### config.mk
export PLATFORM = sky130hd
export DESIGN_NAME = instr_load_mem
export DESIGN_NICKNAME = d
export VERILOG_FILES = /design/src/rtl/instr_load_mem.sv
export SDC_FILE = /design/constraint.sdc
export NUM_CORES = 1
export LEC_CHECK = 0
export ABC_AREA = 1
export CAP_MARGIN = 10
export CORE_UTILIZATION = 45
export CTS_BUF_LIST = sky130_fd_sc_hd__clkbuf_8
export CTS_CLUSTER_DIAMETER = 50
export DETAILED_ROUTE_END_ITERATION = 16
export GPL_ROUTABILITY_DRIVEN = 1
export PLACE_DENSITY = 0.69
export SKIP_CTS_REPAIR_TIMING = 1
export SLEW_MARGIN = 25
export SYNTH_ARGS = -nofsm -noshare
export SYNTH_HDL_FRONTEND = slang
export SYNTH_SLANG_ARGS = --single-unit
### constraint.sdc
create_clock -name clk -period 5.2 [get_ports clk]
set_input_delay 1.3 -clock clk [delete_from_list [all_inputs] [get_ports clk]]
set_output_delay 1.3 -clock clk [all_outputs]
set_load 0.1 [all_outputs]
### src/rtl/instr_load_mem.sv
// Instruction store: captures a program burst one word per cycle, then replays it in order.
// Optional macro LOAD_OVERFLOW_WRAP_EN: words past a full memory overwrite slots from 0 instead of being dropped.
module instr_load_mem #(
    parameter int DATA_WIDTH = 32,
    parameter int DEPTH      = 16,
    parameter int ADDR_WIDTH = 4
) (
    input  logic                  clk,
    input  logic                  Reset,
    input  logic                  LoadInstructions,
    input  logic [DATA_WIDTH-1:0] Instruction,
    input  logic                  fetch_stall,
    output logic [DATA_WIDTH-1:0] instr_out,
    output logic                  instr_valid,
    output logic [ADDR_WIDTH-1:0] pc_out,
    output logic [ADDR_WIDTH:0]   count,
    output logic                  load_full,
    output logic                  done
);

    typedef enum logic [1:0] {IDLE, LOAD, RUN, DONE} state_t;

    localparam logic [ADDR_WIDTH:0] FULL = (ADDR_WIDTH+1)'(DEPTH);

    state_t                state;
    logic [DATA_WIDTH-1:0] mem [DEPTH];
    logic [ADDR_WIDTH-1:0] pc;
    logic                  wr_en;
    logic [ADDR_WIDTH-1:0] wr_addr;
`ifdef LOAD_OVERFLOW_WRAP_EN
    logic [ADDR_WIDTH-1:0] wrap_ptr;
`endif

    // First word of a burst always lands in slot 0, whatever state we came from.
    always_comb begin
        wr_en   = 1'b0;
        wr_addr = '0;
        if (!Reset && LoadInstructions) begin
            if (state != LOAD) begin
                wr_en = 1'b1;
            end else if (count != FULL) begin
                wr_en   = 1'b1;
                wr_addr = count[ADDR_WIDTH-1:0];
            end
`ifdef LOAD_OVERFLOW_WRAP_EN
            else begin
                wr_en   = 1'b1;
                wr_addr = wrap_ptr;
            end
`endif
        end
    end

    // Memory has no reset so a loaded program survives Reset.
    always_ff @(posedge clk) begin
        if (wr_en) mem[wr_addr] <= Instruction;
    end

    always_ff @(posedge clk) begin
        if (Reset) begin
            state       <= IDLE;
            pc          <= '0;
            instr_out   <= '0;
            pc_out      <= '0;
            instr_valid <= 1'b0;
            done        <= 1'b0;
        end else if (LoadInstructions && state != LOAD) begin
            state       <= LOAD;
            count       <= 1;
            load_full   <= 1'b0;
            instr_valid <= 1'b0;
            done        <= 1'b0;
`ifdef LOAD_OVERFLOW_WRAP_EN
            wrap_ptr    <= '0;
`endif
        end else begin
            unique case (state)
                IDLE: begin
                    if (count != 0) begin
                        state <= RUN;
                        pc    <= '0;
                    end
                end
                LOAD: begin
                    if (!LoadInstructions) begin
                        state <= IDLE;
                    end else if (count != FULL) begin
                        count <= count + 1'b1;
                    end else begin
                        load_full <= 1'b1;
`ifdef LOAD_OVERFLOW_WRAP_EN
                        wrap_ptr  <= wrap_ptr + 1'b1;
`endif
                    end
                end
                RUN: begin
                    if (!fetch_stall) begin
                        instr_out   <= mem[pc];
                        pc_out      <= pc;
                        instr_valid <= 1'b1;
                        pc          <= pc + 1'b1;
                        if ({1'b0, pc} == count - 1'b1) state <= DONE;
                    end
                end
                DONE: begin
                    instr_valid <= 1'b0;
                    done        <= 1'b1;
                end
            endcase
        end
    end

endmodule

==> summary.txt <==
Routing
  • Wire length on met2: ~24,000 µm
  • Initial DRC Count: 1,490
  • Met3 WL: roughly 4000 µm
  • WL final: 52,700 µm
  • Met1 WL: approximately 23,000 µm
  • Drt wl/cell: 22.3 µm
  • Via/cell ratio: 5.85
  • DRT Pass-1 Iters: 6
  • Highest routed layer: met4
  • Post-route DRC violation count: 0
  • Routed via count: ~14,000
  • ANT nets after route: 0

Global route
  • Vias in the first global route: 13,600
  • Gr ovfl total: 0
  • Gr usage total: 0.214
  • First-pass GRT wire length: 80,500 µm
  • Initial antenna violation count: 0
  • Largest net degree at the start of global routing: 163

Worst setup path
  • Critical path type: flop to output pin
  • Reg2reg start: count[0]
  • CP required: 3.90 ns
  • Critical path, cell by cell: clkdlybuf4s50_1
  • Critical Path Sink: count[2]
  • Critical Path Source Type: flop
  • Slowest cell delay on critical path: approximately 1.2 ns
  • Critical Path Stages: 1
  • Top fanout value on the critical path: 8
  • Crit path buffers/inverters: 1
  • Worst setup EP type: output pin
  • Reg-to-reg slack, setup: ~2 ns
  • Arr. time, crit path: 2.41 ns
  • Worst R2R End: mem[0][4]
  • Worst setup startpoint: count[2]
  • CP top delay family: buffers and inverters
  • FF-to-FF path depth: 8
  • CP max-delay cell: clkdlybuf4s50_1

Logic synthesis
  • Cells after Synth: 1,606
  • Synth Register Bits: 562
  • Cell Area, Synth: roughly 22,000 µm²
  • Syn Nets: 1,650
  • Mean Syn Cell Area: 13.6 µm²
  • Register area share after synthesis: 0.753
  • Synthesis Warnings: 0
  • Post-synth cell types: 31

Pwr
  • Leakage: 8.06 nW
  • Pwr Total: 0.0112 W
  • Peak supply drop: 0.288 mV
  • Power density over the cells: 452 nW/µm²

Timing
  • Fin crit period: between 3 and 4 ns
  • Relative slew slack: 0.301
  • Final setup fails: 0
  • Final hold vios: 0
  • Pins Over Slew Limit: 0
  • Fmax: 270 MHz
  • Period utilization: 0.713
  • Clk_skew: 0.0241 ns
  • Worst Tran Pin Value: approximately 1.0 ns
  • Fin Hold WS: 0.486 ns
  • Setup_tns: 0 ns
  • Unrepaired setup endpoints after global routing: false

Run
  • Max-Cap Viols: 0

Cells and area
  • Final #Nets: 1,728
  • Post-route cell area: 24,900 µm²
  • Antenna cells: 0
  • Area growth syn-to-layout: 13.8%
  • Final Util: 0.520
  • Layout cells sized above 1: 0.0958

Floorplan
  • Die height: 222 µm
  • Initial Util: 0.456
  • Die ar.: 49,400 µm²
  • Core ar.: roughly 48,000 µm²
  • Row count: 80
  • Die W: 222 µm
  • I/O Pins: 80

Clock network
  • Clk buf depth: 3
  • Clk_lat worst skew: 0.65 ns
  • TritonCTS Buffers: 85
  • CTS H-tree lvls: 3
  • Clk root buf: clkbuf_8
  • Clock-pin slew on the worst setup and hold paths: approximately 0.060 ns
  • Clock Sinks: 562
  • CTS tree: done

Placed design
  • RD Place Congestion: 0.817
  • Port buffer count: 79
  • Post-DP HPWL: 29,400 µm
  • Area after DPL: 23,200 µm²

Min path
  • Hold Path Class: flop to flop

Run status
  • Status: finished clean
==> how the worst min path moves through the flow <==
stage / from / endpoint / cells past startpoint
after floorplan: state[1] / state[1] / 2
after global placement: done / done / 2
after detailed placement: done / done / 2
after CTS: done / done / 2
after global routing: done / done / 2
final: done / done / 2
==> worst register-to-register path, stage by stage (launching register included) <==
cell	delay, ns
edfxtp_1	0.48
inv_1	0.21
ha_1	0.23
nand2_1	0.11
nor2_1	0.32
nor3_1	0.15
or2_2	0.43
nor2_4	0.49
buf_4	0.43
==> metal layers <==
layer	global-route usage	up-vias
met1	0.300	6885
met2	0.331	590
met4	0.0903	0
met3	0.0354	99
met5	0	-
li1	-	6284
==> cells by family after synthesis <==
| group | share of synthesized area |
|---|---|
| AO/OA/AOI/OAI | 0.132 |
| XOR/XNOR | 0.00120 |
| adder cells (fa/ha/maj) | 0.00458 |
| buffers and inverters | 0.0324 |
| flip-flops | 0.753 |
| AND/OR/NAND/NOR | 0.0772 |
==> flip-flops by register name, indices dropped and copies added (netlist names), 2 cells and up <==
name	cells
pc	4
count	5
mem	512
state	2
instr_out	32
pc_out	4
==> per-stage QoR <==
step                      worst slack [ns]  instances
after floorplan                       1.33       1606
after CTS                             1.41       2367
final                                 1.49       2368
after detailed placement              1.02       2211
after global routing                  1.41       2368
after global placement                1.11       2211
==> layout by cell type, fill, tap and decap left out, drive strengths merged, types with 14 or more instances in the layout <==
cell type      count
a31oi             32
buf               30
clkbuf           100
clkdlybuf4s50     79
clkinv            14
dfxtp             44
edfxtp           518
inv               67
nand2             38
nand3             73
nor2             299
o21ai            295
o221ai           128
==> power breakdown <==
group | total, W | switching, W | internal (W)
logic | 0.00260 | 0.00188 | 0.000721
registers | 0.00524 | 0.000184 | 0.00505
clock network | 0.00339 | 0.00164 | 0.00174
==> cell usage after synthesis <==
| cell type | number | area share |
|---|---|---|
| xnor2_1 | 1 | 0.00040 |
| o21ai_2 | 1 | 0.00040 |
| a211oi_1 | 3 | 0.0010 |
| nor3_1 | 4 | 0.00092 |
| o21ai_1 | 12 | 0.0028 |
| or2_2 | 1 | 0.00029 |
| xor2_1 | 2 | 0.00080 |
| ha_1 | 8 | 0.0046 |
| o221ai_1 | 128 | 0.051 |
| nor3b_1 | 2 | 0.00069 |
| nand2_1 | 37 | 0.0064 |
| nand3_1 | 73 | 0.017 |
| clkbuf_1 | 47 | 0.0081 |
| inv_2 | 3 | 0.00052 |
| buf_1 | 4 | 0.00069 |
| buf_6 | 5 | 0.0026 |
| a21oi_1 | 10 | 0.0023 |
| nor2_2 | 2 | 0.00057 |
| a31oi_1 | 32 | 0.0092 |
| edfxtp_1 | 518 | 0.71 |
| nand4_1 | 1 | 0.00029 |
| buf_4 | 17 | 0.0058 |
| nor2_1 | 297 | 0.051 |
| inv_1 | 24 | 0.0041 |
| o21a_1 | 1 | 0.00034 |
| clkinv_2 | 1 | 0.00023 |
| buf_2 | 39 | 0.0089 |
| nand2_2 | 1 | 0.00029 |
| clkbuf_2 | 6 | 0.0014 |
| dfxtp_1 | 44 | 0.040 |
| o21ai_0 | 282 | 0.065 |
==> layout make-up <==
cell class | instances | area [µm²]
multi-input cells | 898 | 4810
fillers | 3967 | 23000
inverters | 28 | 111
repair buffers | 109 | 1110
flip-flops and latches | 562 | 16400
clock inverters | 56 | 231
well taps | 615 | 769
clock buffers | 100 | 1380
Power figures use the tool's default switching activity.
